--- src/rtl/seq_det_pkg.sv ---
// Shared types for the programmable sequence detector: FSM states and match modes.
package seq_det_pkg;

  typedef enum logic [1:0] {
    ST_IDLE,
    ST_HUNT,
    ST_DONE
  } statetype;

  // The encoding 2'b11 is reserved and is treated as MODE_OVERLAP.
  typedef enum logic [1:0] {
    MODE_OVERLAP,
    MODE_NONOVERLAP,
    MODE_SINGLE
  } mode_t;

endpackage

--- src/rtl/seq_window_cmp.sv ---
// Compares the sliding window (stored history plus the arriving symbol) against the loaded pattern.
module seq_window_cmp #(
  parameter int SYM_W = 2,
  parameter int DEPTH = 3
) (
  input  logic [(DEPTH-1)*SYM_W-1:0] history,
  input  logic [SYM_W-1:0]           in_sym,
  input  logic [DEPTH*SYM_W-1:0]     pattern_q,
  output logic                       eq
);

  // Symbol 0 (oldest) sits in the LSBs on both sides, so a whole-vector compare is symbol-wise.
  assign eq = ({in_sym, history} == pattern_q);

endmodule

--- src/rtl/seq_detector_param.sv ---
// Programmable DEPTH-symbol sequence detector with overlap / non-overlap / single-shot modes
// and a saturating match counter.
module seq_detector_param
  import seq_det_pkg::*;
#(
  parameter int SYM_W = 2,
  parameter int DEPTH = 3,
  parameter int CNT_W = 8
) (
  input  logic                   CLK,
  input  logic                   reset,
  input  logic                   cfg_load,
  input  logic [DEPTH*SYM_W-1:0] cfg_pattern,
  input  logic [1:0]             cfg_mode,
  input  logic                   in_valid,
  input  logic [SYM_W-1:0]       in_sym,
  input  logic                   cnt_clr,
  output logic                   match,
  output logic [CNT_W-1:0]       match_count,
  output logic                   armed
);

  localparam int HIST_W = (DEPTH-1)*SYM_W;
  localparam int FILL_W = $clog2(DEPTH);
  localparam logic [FILL_W-1:0] FILL_MAX = FILL_W'(DEPTH-1);

  statetype               state, state_n;
  mode_t                  mode_q;
  logic [DEPTH*SYM_W-1:0] pattern_q;
  logic [DEPTH*SYM_W-1:0] window;
  logic [HIST_W-1:0]      history, history_n;
  logic [FILL_W-1:0]      fill, fill_n;
  logic [CNT_W-1:0]       count_q;
  logic                   eq;

  assign window = {in_sym, history};

  seq_window_cmp #(
    .SYM_W (SYM_W),
    .DEPTH (DEPTH)
  ) u_cmp (
    .history   (history),
    .in_sym    (in_sym),
    .pattern_q (pattern_q),
    .eq        (eq)
  );

  // NOTE: every output of this block gets a default first, so no path leaves a latch behind.
  always_comb begin
    state_n   = state;
    fill_n    = fill;
    history_n = history;
    match     = 1'b0;
    if (cfg_load) begin
      state_n = ST_HUNT;
      fill_n  = '0;
    end else if (state == ST_HUNT && in_valid) begin
      match     = (fill == FILL_MAX) && eq;
      history_n = window[DEPTH*SYM_W-1:SYM_W];
      if (fill != FILL_MAX) fill_n = fill + 1'b1;
      if (match) begin
        case (mode_q)
          MODE_NONOVERLAP: fill_n = '0;
          MODE_SINGLE: begin
            state_n = ST_DONE;
            fill_n  = '0;
          end
          default: ;
        endcase
      end
    end
  end

  // NOTE: state registers use non-blocking assignments so all flops update together at the edge.
  always_ff @(posedge CLK) begin
    if (reset) begin
      state     <= ST_IDLE;
      fill      <= '0;
      history   <= '0;
      pattern_q <= '0;
      mode_q    <= MODE_OVERLAP;
    end else begin
      state   <= state_n;
      fill    <= fill_n;
      history <= history_n;
      if (cfg_load) begin
        pattern_q <= cfg_pattern;
        mode_q    <= mode_t'(cfg_mode);
      end
    end
  end

  // cnt_clr beats a coincident match; cfg_load leaves the count alone.
  always_ff @(posedge CLK) begin
    if (reset) begin
      count_q <= '0;
    end else if (cnt_clr) begin
      count_q <= '0;
    end else if (match && count_q != {CNT_W{1'b1}}) begin
      count_q <= count_q + 1'b1;
    end
  end

  assign match_count = count_q;
  assign armed       = (state == ST_HUNT);

endmodule

--- config.mk ---
export PLATFORM = sky130hd
export DESIGN_NAME = seq_detector_param
export DESIGN_NICKNAME = d
export VERILOG_FILES = /design/src/rtl/seq_det_pkg.sv /design/src/rtl/seq_window_cmp.sv /design/src/rtl/seq_detector_param.sv
export SDC_FILE = /design/constraint.sdc
export NUM_CORES = 1
export LEC_CHECK = 0
export ABC_CLOCK_PERIOD_IN_PS = 2400
export CORE_MARGIN = 1.5
export CORE_UTILIZATION = 48
export DETAILED_ROUTE_END_ITERATION = 12
export HOLD_SLACK_MARGIN = 0.08
export PLACE_DENSITY = 0.77
export SLEW_MARGIN = 20
export SYNTH_ARGS = -nofsm -noshare
export SYNTH_HDL_FRONTEND = slang
export SYNTH_HIERARCHICAL = 1
export SYNTH_SLANG_ARGS = --single-unit
--- constraint.sdc ---
create_clock -name CLK -period 2.4 [get_ports CLK]
set_input_delay 0.48 -clock CLK [delete_from_list [all_inputs] [get_ports CLK]]
set_output_delay 0.48 -clock CLK [all_outputs]
set_load 0.05 [all_outputs]
==> parameters.txt, run 1 <==
Parameter                              Value

Yosys
  Synth Instances ... 122
  Total of warnings raised by yosys ... 6
  Register bit count reported by yosys ... 24
  Net count after synthesis ... 141
  Post-synthesis cell area ... about 1100 um^2
  Average instance area after synthesis ... a little over 9 um^2
  Synth top area share ... a little over two fifths
  Number of different library cells in the post-synthesis netlist ... 34
  Top area cells in the synthesized netlist ... sky130_fd_sc_hd__dfxtp_1 (43%), sky130_fd_sc_hd__mux2i_1 (8.1%), sky130_fd_sc_hd__nor2_1 (5.0%)
  Library cell with the largest summed area after synthesis ... sky130_fd_sc_hd__dfxtp_1
  Sequential-to-total area share from yosys stat ... between 40% and 50%

Detailed routing
  Detailed-route wire length ... about 2.2 mm
  Average vias per placed instance ... about 5.5
  DRC violations left ... 0
  Via count ... between 900 and 1000
  Number of search-and-repair iterations in the first detailed-routing pass ... 4
  Detailed-route wire length per cell ... roughly 12 um
  Antenna viol nets, final ... 0
  Initial DRC Count ... 11

Layout
  Leading cell types in the layout, fill and taps excluded ... sky130_fd_sc_hd__dfxtp_1 (24), sky130_fd_sc_hd__clkdlybuf4s50_1 (22), sky130_fd_sc_hd__nor2_1 (14)
  Commonest non-fill, non-tap cell in the layout ... sky130_fd_sc_hd__dfxtp_1
  Fraction of layout cells with a size suffix above 1 ... around 13%
  Synthesis-to-layout area growth ... 36.1%
  Number of inserted diodes ... 0
  Count of nets after finishing ... around 170

STA
  Setup repair after global routing missed its margin ... false
  Max Transition Viols Final ... 0
  Slew Limit Headroom ... 67.1%
  Worst slew pin tran ... a little under 0.5 ns
  Final period utilization ... slightly above 90%
  Summed negative setup slack over all endpoints ... 0 ns
  Clk_skew ... 0.00548 ns
  Post-route minimum period ... 2.22 ns
  Worst Slack Setup Final ... 0.179 ns
  Highest attainable clock frequency ... 450 MHz
  Hold Vio Cnt, Final ... 0
  # setup viols final ... 0

Critical path
  Data arrival at the endpoint of the critical path ... 1.74 ns
  Number of buffer and inverter stages on the critical path ... 3
  Longest individual stage delay on the worst path ... 0.44 ns
  Type of element launching the critical path ... input pin
  Slowest cell on the critical path ... sky130_fd_sc_hd__clkdlybuf4s50_1
  List of cells traversed by the critical path ... clkdlybuf4s50_1, xor2_1, nor3_2, nand2_2, nor2_4, buf_6, buf_12
  Worst Path Max Fanout ... 2
  Setup Crit Path Kind ... input pin to output port
  Sort of element at the end of the critical path ... output port
  Family with the most delay on the worst path ... buffers and inverters
  Required time of the critical path ... ~1.9 ns

Placement
  DP Wirelength ... 1.69 mm
  Final weighted congestion in routability-driven placement ... just over 0.7
  Total of buffers placed on input and output ports ... 24
  Post-Place Worst Slack ... about 0.015 ns

Floorplanning
  Horiz. Die Dim ... about 51 um
  I/O Pins ... 25
  Height of the die ... about 51 um
  Initial core utilization ... just over 50%
  CORE AREA ... ~2200 um^2
  Row count ... 17
  Die ar. ... 2630 um^2

Clock tree
  TritonCTS clock tree ... built
  Hold buffer count at cts ... 0
  Post-CTS clock slew at the launch and capture registers of the worst setup and hold paths ... between 0.1 and 0.15 ns
  Clock root buffer master ... sky130_fd_sc_hd__clkbuf_4
  Number of clock sinks ... 24
  Clock latency of the later-clocked register in the worst-skew pair ... between 0.3 and 0.4 ns
  TritonCTS Buffers ... 3
  Number of levels the H-tree was split into ... 1
  Max Root-Sink Buffers ... 2

Global routing
  Wire length of the first global-routing pass ... ~3.6 mm
  Initial antenna violation count ... 0
  Tot GR Track Use ... approximately 18%
  Maximum number of pins on one net before global-route repair ... 17
  Global route total overflow ... 0
  Via count of the first global-routing pass ... 875

Min path
  Class of the tightest hold or removal check ... input pin to flop

Power and ir drop
  Maximum VDD drop ... 425 uV
  Leakage ... 0.000565 uW
  Ratio of total power to cell area ... 520 nW/um^2

Run
  Max-cap check violation count ... 0

Outcome
  Result of the run ... finished clean
## repair_timing
item,CTS,global route
gates resized for setup,1,4
setup buffers,0,3
pin swaps,0,2
setup endpoints to repair,1,1
cloned,0,0
## cell usage after synthesis
cell and count:
sky130_fd_sc_hd__dfxtp_1 24, sky130_fd_sc_hd__nor2_1 15, sky130_fd_sc_hd__a21oi_1 9, sky130_fd_sc_hd__mux2i_1 9, sky130_fd_sc_hd__nand2_1 9, sky130_fd_sc_hd__inv_1 6
sky130_fd_sc_hd__ha_1 4, sky130_fd_sc_hd__nand3_1 4, sky130_fd_sc_hd__nand4_1 4, sky130_fd_sc_hd__xnor2_1 4, sky130_fd_sc_hd__clkbuf_1 3, sky130_fd_sc_hd__nor3_1 3
sky130_fd_sc_hd__xor2_1 3, sky130_fd_sc_hd__a211oi_1 2, sky130_fd_sc_hd__buf_1 2, sky130_fd_sc_hd__nor3b_1 2, sky130_fd_sc_hd__o21ai_0 2, sky130_fd_sc_hd__a311oi_1 1
sky130_fd_sc_hd__a31oi_1 1, sky130_fd_sc_hd__and3_1 1, sky130_fd_sc_hd__and3b_1 1, sky130_fd_sc_hd__and4b_1 1, sky130_fd_sc_hd__and4bb_4 1, sky130_fd_sc_hd__nand4bb_1 1
sky130_fd_sc_hd__nor2b_1 1, sky130_fd_sc_hd__nor3_2 1, sky130_fd_sc_hd__nor4_1 1, sky130_fd_sc_hd__o2111ai_4 1, sky130_fd_sc_hd__o211ai_1 1, sky130_fd_sc_hd__o21a_1 1
sky130_fd_sc_hd__o31ai_1 1, sky130_fd_sc_hd__or2_2 1, sky130_fd_sc_hd__or3_1 1, sky130_fd_sc_hd__or4_1 1
## stage by stage
| step | power, uW | util, % | instance area, um^2 | std cells | hold slack [ns] |
|---|---|---|---|---|---|
| 5_1_grt | 824 | 68.7 | 1520 | 182 | 0.466 |
| 4_1_cts | 797 | 67.1 | 1480 | 179 | 0.483 |
| 6_report | 791 | 68.7 | 1520 | 182 | 0.467 |
| 2_1_floorplan | 470 | - | 1120 | 122 | 0.450 |
| 3_5_place_dp | 510 | 64.6 | 1430 | 175 | 0.465 |
| 3_3_place_gp | 508 | 64.6 | 1430 | 175 | 0.460 |
## cells by family after synthesis
group / share of synthesized area [%]
DFF: 43.0
buffers and inverters: 3.70
AOI/OAI and AO/OA: 12.0
muxes: 8.06
adders and majority gates: 4.48
xor gates and xnor gates: 5.49
and+or+nand+nor: 23.3
## cell type report
| class | instances | area (um^2) |
|---|---|---|
| clock inverters | 1 | 30.0 |
| inverters | 6 | 22.5 |
| clock buffers | 3 | 22.5 |
| repair buffers | 33 | 324 |
| well taps | 28 | 35.0 |
| multi-input cells | 87 | 606 |
| flip-flops and latches | 24 | 480 |
| fillers | 189 | 692 |
## where the power goes
part,total (uW),switching [uW],internal (uW)
clock network,289,121,169
registers,417,7.59,409
logic,84.7,37.8,46.9
## worst min-delay path: stages
cell and delay, ns:
sky130_fd_sc_hd__dlymetal6s2s_1 0.14, sky130_fd_sc_hd__nand2_1 0.07, sky130_fd_sc_hd__a21oi_1 0.06
## path summary, 6_finish.rpt
check,slack (ns),start,cells after the start,end
worst max-delay path,0.18,in_sym[1],7,match
worst min-delay path,0.47,in_sym[0],3,history[2]$_SDFFE_PP0P_
worst max register to register,0.39,pattern_q[0]$_SDFFE_PP0P_,9,match_count[7]$_SDFFE_PP0P_
worst min register to register,0.48,history[1]$_SDFFE_PP0P_,2,history[1]$_SDFFE_PP0P_
## sequential cells by signal, indices dropped and copies added, names as in the netlist
signal,flops
state,2
history,4
fill,2
pattern_q,6
match_count,8
mode_q,2
## metal layers
metal | up-vias | GRT usage [%] | share of wire, %
li1 | 495 | - | -
met1 | 453 | 20.8 | 42
met2 | 34 | 31.6 | 50
met3 | 11 | 3.51 | 4.4
met4 | 0 | 11.4 | 3.8
met5 | - | 0 | 0
Note: power is estimated with default switching activity, not from simulation.
==> run 2, diff against run 1 <==
--- a/config.mk
+++ b/config.mk
@@ -6,6 +6,7 @@
 export NUM_CORES = 1
 export LEC_CHECK = 0
 export ABC_CLOCK_PERIOD_IN_PS = 2400
+export CORE_ASPECT_RATIO = 1.5
 export CORE_MARGIN = 1.5
 export CORE_UTILIZATION = 48
 export DETAILED_ROUTE_END_ITERATION = 12
==> run 2 against run 1 <==
  * Sequential power is essentially flat
  * Design area is 2.1% lower
  * First-iteration DRC count up 82%
  * Sequential share of layout area grew 0.69 points
  * Utilization down 1.3 points
  * Flip-flop and latch count unchanged
  * Fmax decreased by 2.1%
==> parameters.txt, run 2 (synthesis results as in run 1) <==
Parameter                              Value

Critical path
  Longest individual stage delay on the worst path ... around 0.45 ns
  Required time of the critical path ... about 1.9 ns
  Setup Crit Path Kind ... input pin to output port
  Worst Path Max Fanout ... 3
  Sort of element at the end of the critical path ... output port
  List of cells traversed by the critical path ... clkdlybuf4s50_1, xor2_1, nor3_2, nand2_2, nor2_1, buf_4, buf_12
  Slowest cell on the critical path ... sky130_fd_sc_hd__clkdlybuf4s50_1
  Type of element launching the critical path ... input pin
  Family with the most delay on the worst path ... buffers and inverters
  Data arrival at the endpoint of the critical path ... 1.79 ns
  Number of buffer and inverter stages on the critical path ... 3

Layout
  Filler Cell Count ... 199
  Leading cell types in the layout, fill and taps excluded ... sky130_fd_sc_hd__dfxtp_1 (24), sky130_fd_sc_hd__clkdlybuf4s50_1 (22), sky130_fd_sc_hd__nor2_1 (15)
  Count of nets after finishing ... between 150 and 200
  Number of cells in the finished layout apart from fillers ... about 180
  Fraction of layout cells with a size suffix above 1 ... roughly 11%
  Synthesis-to-layout area growth ... 33.1%
  Number of flip-flops in the largest register ... 8
  Commonest non-fill, non-tap cell in the layout ... sky130_fd_sc_hd__dfxtp_1
  Number of inserted diodes ... 0

Detailed routing
  Detailed-route wire length per cell ... 12.2 um
  Detailed-route wire length ... approximately 2.1 mm
  Initial DRC Count ... 20
  DRC violations left ... 0
  Via count ... roughly 950
  Average vias per placed instance ... between 5 and 6
  Number of search-and-repair iterations in the first detailed-routing pass ... 4
  Antenna viol nets, final ... 0

STA
  Slew Limit Headroom ... about two thirds
  # setup viols final ... 0
  Clk_skew ... 0.00644 ns
  Summed negative setup slack over all endpoints ... 0 ns
  Worst Slack Setup Final ... 0.131 ns
  Hold Vio Cnt, Final ... 0
  Worst Hold Slack ... approximately 0.46 ns
  Worst slew pin tran ... 0.496 ns
  Setup repair after global routing missed its margin ... false
  Max Transition Viols Final ... 0
  Highest attainable clock frequency ... between 400 and 500 MHz
  Post-route minimum period ... around 2.3 ns
  Final period utilization ... 94.5%

Placement
  Total of buffers placed on input and output ports ... 24
  Final weighted congestion in routability-driven placement ... slightly above 0.8
  DP Wirelength ... between 1.5 and 2 mm
  Post-Place Worst Slack ... about 0.008 ns
  DP Cell Count ... 169

Global routing
  Global route total overflow ... 0
  Via count of the first global-routing pass ... 936
  Tot GR Track Use ... a little under a fifth
  Initial antenna violation count ... 0
  Maximum number of pins on one net before global-route repair ... 17
  Wire length of the first global-routing pass ... about 3.8 mm

Clock tree
  TritonCTS clock tree ... built
  Max Root-Sink Buffers ... 2
  Number of clock sinks ... 24
  TritonCTS Buffers ... 3
  Number of levels the H-tree was split into ... 1
  Clock root buffer master ... sky130_fd_sc_hd__clkbuf_4
  Hold buffer count at cts ... 0
  Clock latency of the later-clocked register in the worst-skew pair ... just over 0.3 ns
  Post-CTS clock slew at the launch and capture registers of the worst setup and hold paths ... ~0.14 ns

Floorplanning
  Height of the die ... about 62 um
  Horiz. Die Dim ... 42.4 um
  Die ar. ... ~2600 um^2
  Initial core utilization ... roughly half
  Row count ... 21
  I/O Pins ... 25
  CORE AREA ... between 2000 and 2500 um^2

Power and ir drop
  Ratio of total power to cell area ... 534 nW/um^2
  Leakage ... approximately 0.00055 uW
  Power consumption ... a little under 800 uW
  Maximum VDD drop ... 448 uV

Run
  Max-cap check violation count ... 0

Min path
  Class of the tightest hold or removal check ... input pin to flop

Outcome
  Result of the run ... finished clean
==> run 2: final timing paths <==
check	from	endpoint	slack [ns]	cells past startpoint
setup / recovery	in_sym[1]	match	0.13	7
hold / removal	in_sym[0]	history[2]$_SDFFE_PP0P_	0.46	3
hold reg to reg	history[0]$_SDFFE_PP0P_	history[0]$_SDFFE_PP0P_	0.48	2
setup reg to reg	history[3]$_SDFFE_PP0P_	match_count[6]$_SDFFE_PP0P_	0.48	8
==> run 2: power breakdown <==
part / total [uW] / internal [uW] / switching [uW]
clock network: 293 / 169 / 125
logic: 84.5 / 46.9 / 37.6
registers: 417 / 409 / 7.32
total: 794 / 625 / 169
==> run 2: worst register-to-register path: cells and delay by family (launching register included) <==
kind	cells	cell delay (ns)
AOI/OAI and AO/OA	1	0.06
buffers and inverters	1	0.15
DFF	1	0.40
and+or+nand+nor	5	1.07
xor gates and xnor gates	1	0.14
==> run 2: per-layer routing <==
metal / track usage, % / vias up / share of wire [%]
li1: - / 487 / -
met1: 22.0 / 433 / 42
met2: 31.6 / 25 / 52
met3: 2.31 / 4 / 4.1
met4: 14.7 / 0 / 1.9
met5: 0 / - / 0
==> run 2: timing repair <==
| action | CTS | global route |
|---|---|---|
| buffers inserted | 0 | 2 |
| pin swaps | 0 | 2 |
| gates resized for setup | 1 | 1 |
| cloned | 0 | 0 |
| endpoints found under the setup margin | 1 | 1 |
==> run 2: layout make-up <==
class	instances	area, um^2	area share (%)
flip-flops and latches	24	480	32.3
clock inverters	1	30.0	2.02
inverters	6	22.5	1.51
clock buffers	3	22.5	1.51
multi-input cells	87	598	40.2
repair buffers	31	305	20.5
well taps	23	28.8	1.93
==> run 2: metrics by stage <==
step	area, um^2	util (%)
after detailed placement	1420	64.1
final	1490	67.4
after floorplan	1120	-
after CTS	1470	66.6
after global placement	1420	64.1
after global routing	1490	67.4
==> run 3, diff against run 2 <==
--- a/config.mk
+++ b/config.mk
@@ -8,10 +8,11 @@
 export ABC_CLOCK_PERIOD_IN_PS = 2400
 export CORE_ASPECT_RATIO = 1.5
 export CORE_MARGIN = 1.5
-export CORE_UTILIZATION = 48
+export CORE_UTILIZATION = 50
 export DETAILED_ROUTE_END_ITERATION = 12
+export DONT_BUFFER_PORTS = 1
+export GPL_ROUTABILITY_DRIVEN = 0
 export HOLD_SLACK_MARGIN = 0.08
-export PLACE_DENSITY = 0.77
 export SLEW_MARGIN = 20
 export SYNTH_ARGS = -nofsm -noshare
 export SYNTH_HDL_FRONTEND = slang
==> run 3 against run 2 <==
  * Wire length down 2.1%
  * Clock skew down 0.0018 ns
  * Critical path depth down 1
  * Design area down 18%
  * First-iteration DRC count down 25%
  * Largest cell class unchanged
  * Flip-flop and latch count unchanged
  * Die area down 3.8%
  * Critical path type is now flop to output port
==> parameters.txt, run 3 (synthesis results as in run 1) <==
Parameter                              Value

Power and ir drop
  Clock share of power ... a little over a quarter
  Maximum VDD drop ... ~400 uV
  Int Pwr ... between 400 and 500 uW
  Leakage ... 0.000454 uW
  Fraction of power consumed by sequential logic ... 65.3%
  NetSw ... approximately 150 uW
  Switch share ... between 20% and 30%
  Combinational fraction of design power ... roughly 7.4%
  Ratio of total power to cell area ... about 520 nW/um^2

Global routing
  Maximum number of pins on one net before global-route repair ... 18
  Via count of the first global-routing pass ... between 800 and 900
  Initial antenna violation count ... 0
  Global route total overflow ... 0
  Wire length of the first global-routing pass ... between 3 and 4 mm
  Tot GR Track Use ... 18.7%

STA
  Slew Limit Headroom ... 58.9%
  Highest attainable clock frequency ... around 440 MHz
  Clk_skew ... around 0.0047 ns
  Final period utilization ... 93.6%
  Post-route minimum period ... ~2.2 ns
  Summed negative setup slack over all endpoints ... 0 ns
  # setup viols final ... 0
  Max Transition Viols Final ... 0
  Hold Vio Cnt, Final ... 0
  Worst slew pin tran ... approximately 0.6 ns
  Worst Slack Setup Final ... 0.152 ns
  Setup repair after global routing missed its margin ... false

Critical path
  Destination of the worst register-to-register timing path ... match_count[6]$_SDFFE_PP0P_
  Slowest cell on the critical path ... sky130_fd_sc_hd__dfxtp_1
  Type of element launching the critical path ... flop
  Longest individual stage delay on the worst path ... approximately 0.38 ns
  FF-to-FF Start ... history[3]$_SDFFE_PP0P_
  Worst reg-to-reg setup slack ... around 0.48 ns
  Sort of element at the end of the critical path ... output port
  Setup Crit Path Kind ... flop to output port
  Family with the most delay on the worst path ... simple AND/OR/NAND/NOR gates
  Logic depth of the worst register-to-register path ... 7
  CP Capture Point ... match
  Worst Path Max Fanout ... 4
  WP depth ... 6
  List of cells traversed by the critical path ... xnor2_1, nand4_1, nor3_2, nand2_1, nor2_1, buf_4
  Data arrival at the endpoint of the critical path ... ~1.8 ns
  Number of buffer and inverter stages on the critical path ... 1
  Required time of the critical path ... between 1.5 and 2 ns
  Startpoint of the worst setup timing path ... history[3]$_SDFFE_PP0P_

Detailed routing
  Initial DRC Count ... 15
  Average vias per placed instance ... approximately 5.8
  Detailed-route wire length per cell ... 13.8 um
  Antenna viol nets, final ... 0
  Via count ... 880
  Number of search-and-repair iterations in the first detailed-routing pass ... 4
  DRC violations left ... 0
  Detailed-route wire length ... between 2 and 2.5 mm

Floorplanning
  Horiz. Die Dim ... approximately 42 um
  Row count ... 20
  Initial core utilization ... 53.8%
  I/O Pins ... 25
  CORE AREA ... 2080 um^2
  Die ar. ... 2530 um^2
  Height of the die ... just over 60 um

Clock tree
  Post-CTS clock slew at the launch and capture registers of the worst setup and hold paths ... 0.12 ns
  TritonCTS Buffers ... 3
  Max Root-Sink Buffers ... 2
  Clock latency of the later-clocked register in the worst-skew pair ... roughly 0.31 ns
  Number of levels the H-tree was split into ... 1
  Hold buffer count at cts ... 0
  Buffers inserted by post-CTS timing repair ... 0
  Total of cells resized after clock tree synthesis ... 0
  Number of clock sinks ... 24
  Clock root buffer master ... sky130_fd_sc_hd__clkbuf_4
  TritonCTS clock tree ... built

Layout
  Leading cell types in the layout, fill and taps excluded ... sky130_fd_sc_hd__dfxtp_1 (24), sky130_fd_sc_hd__nor2_1 (15)
  Count of nets after finishing ... 150
  Multi-input logic area ... just under 600 um^2
  Commonest non-fill, non-tap cell in the layout ... sky130_fd_sc_hd__dfxtp_1
  Number of flip-flops in the largest register ... 8
  Number of cells in the finished layout apart from fillers ... between 150 and 200
  Register cell area after layout ... between 400 and 500 um^2
  Number of inserted diodes ... 0
  Synthesis-to-layout area growth ... 8.85%
  Filler Cell Count ... 191
  Fraction of layout cells with a size suffix above 1 ... approximately an eighth

Outcome
  Result of the run ... finished clean

Placement
  DP Cell Count ... between 100 and 150
  DP Wirelength ... ~1.6 mm
  Total of buffers placed on input and output ports ... 0
  Post-Place Worst Slack ... ~0.43 ns

Min path
  Class of the tightest hold or removal check ... input pin to flop

Run
  Max-cap check violation count ... 0
## run 3: cell count changes in the layout (fill, tap and decap cells not counted)
cell | previous run | this run
sky130_fd_sc_hd__buf_4 | 7 | 9
sky130_fd_sc_hd__bufinv_16 | 1 | 0
sky130_fd_sc_hd__buf_12 | 1 | 0
sky130_fd_sc_hd__clkdlybuf4s50_1 | 22 | 0
sky130_fd_sc_hd__dlymetal6s2s_1 | 1 | 0
sky130_fd_sc_hd__nand2_2 | 1 | 0
sky130_fd_sc_hd__nand2_1 | 8 | 9
## run 3: area by class of cell
class / instances / area share (%)
inverters: 6 / 1.85
flip-flops and latches: 24 / 39.5
clock buffers: 3 / 1.85
well taps: 22 / 2.26
multi-input cells: 87 / 49.0
repair buffers: 9 / 5.56
## run 3: worst min path at each step
stage	slack, ns	end	start	depth (start not counted)
floorplan	0.45	history[0]$_SDFFE_PP0P_	history[0]$_SDFFE_PP0P_	2
global placement	0.45	history[1]$_SDFFE_PP0P_	history[1]$_SDFFE_PP0P_	2
finish	0.21	history[3]$_SDFFE_PP0P_	reset	1
CTS	0.21	history[0]$_SDFFE_PP0P_	reset	1
detailed placement	0.46	history[0]$_SDFFE_PP0P_	history[0]$_SDFFE_PP0P_	2
global route	0.20	pattern_q[5]$_SDFFE_PP0P_	reset	1
## run 3: worst reg2reg max path, stage by stage (launching register included)
cell and delay [ns]:
sky130_fd_sc_hd__dfxtp_1 0.38, sky130_fd_sc_hd__xnor2_1 0.14, sky130_fd_sc_hd__nand4_1 0.15, sky130_fd_sc_hd__nor3_2 0.26, sky130_fd_sc_hd__nand2_1 0.17, sky130_fd_sc_hd__nor3_1 0.39
sky130_fd_sc_hd__and4b_1 0.26, sky130_fd_sc_hd__a211oi_1 0.07
## run 3: layer usage
metal | wire, um | share of wire [%] | vias up | global-route usage (%)
met2 | 1090 | 52 | 25 | 35.5
met1 | 846 | 41 | 405 | 18.9
met5 | 0 | 0 | - | 0
li1 | - | - | 446 | -
met4 | 32 | 1.5 | 0 | 10.6
met3 | 114 | 5.5 | 4 | 3.87
## run 3: power groups by stage
stage | logic, uW | clock network, uW | registers [uW]
after CTS | 47.5 | 181 | 417
after floorplan | 46.4 | 0 | 424
after detailed placement | 46.9 | 0 | 425
after global placement | 46.6 | 0 | 425
final | 47.0 | 174 | 417
after global routing | 52.5 | 188 | 418
## run 3: stage by stage
stage,total power [uW],utilization [%],cell area (um^2),hold slack (ns)
final,638,58.6,1220,0.215
after detailed placement,472,57.5,1190,0.458
after CTS,645,58.6,1220,0.205
after global routing,659,58.6,1220,0.203
after global placement,472,57.5,1190,0.454
after floorplan,470,-,1120,0.450
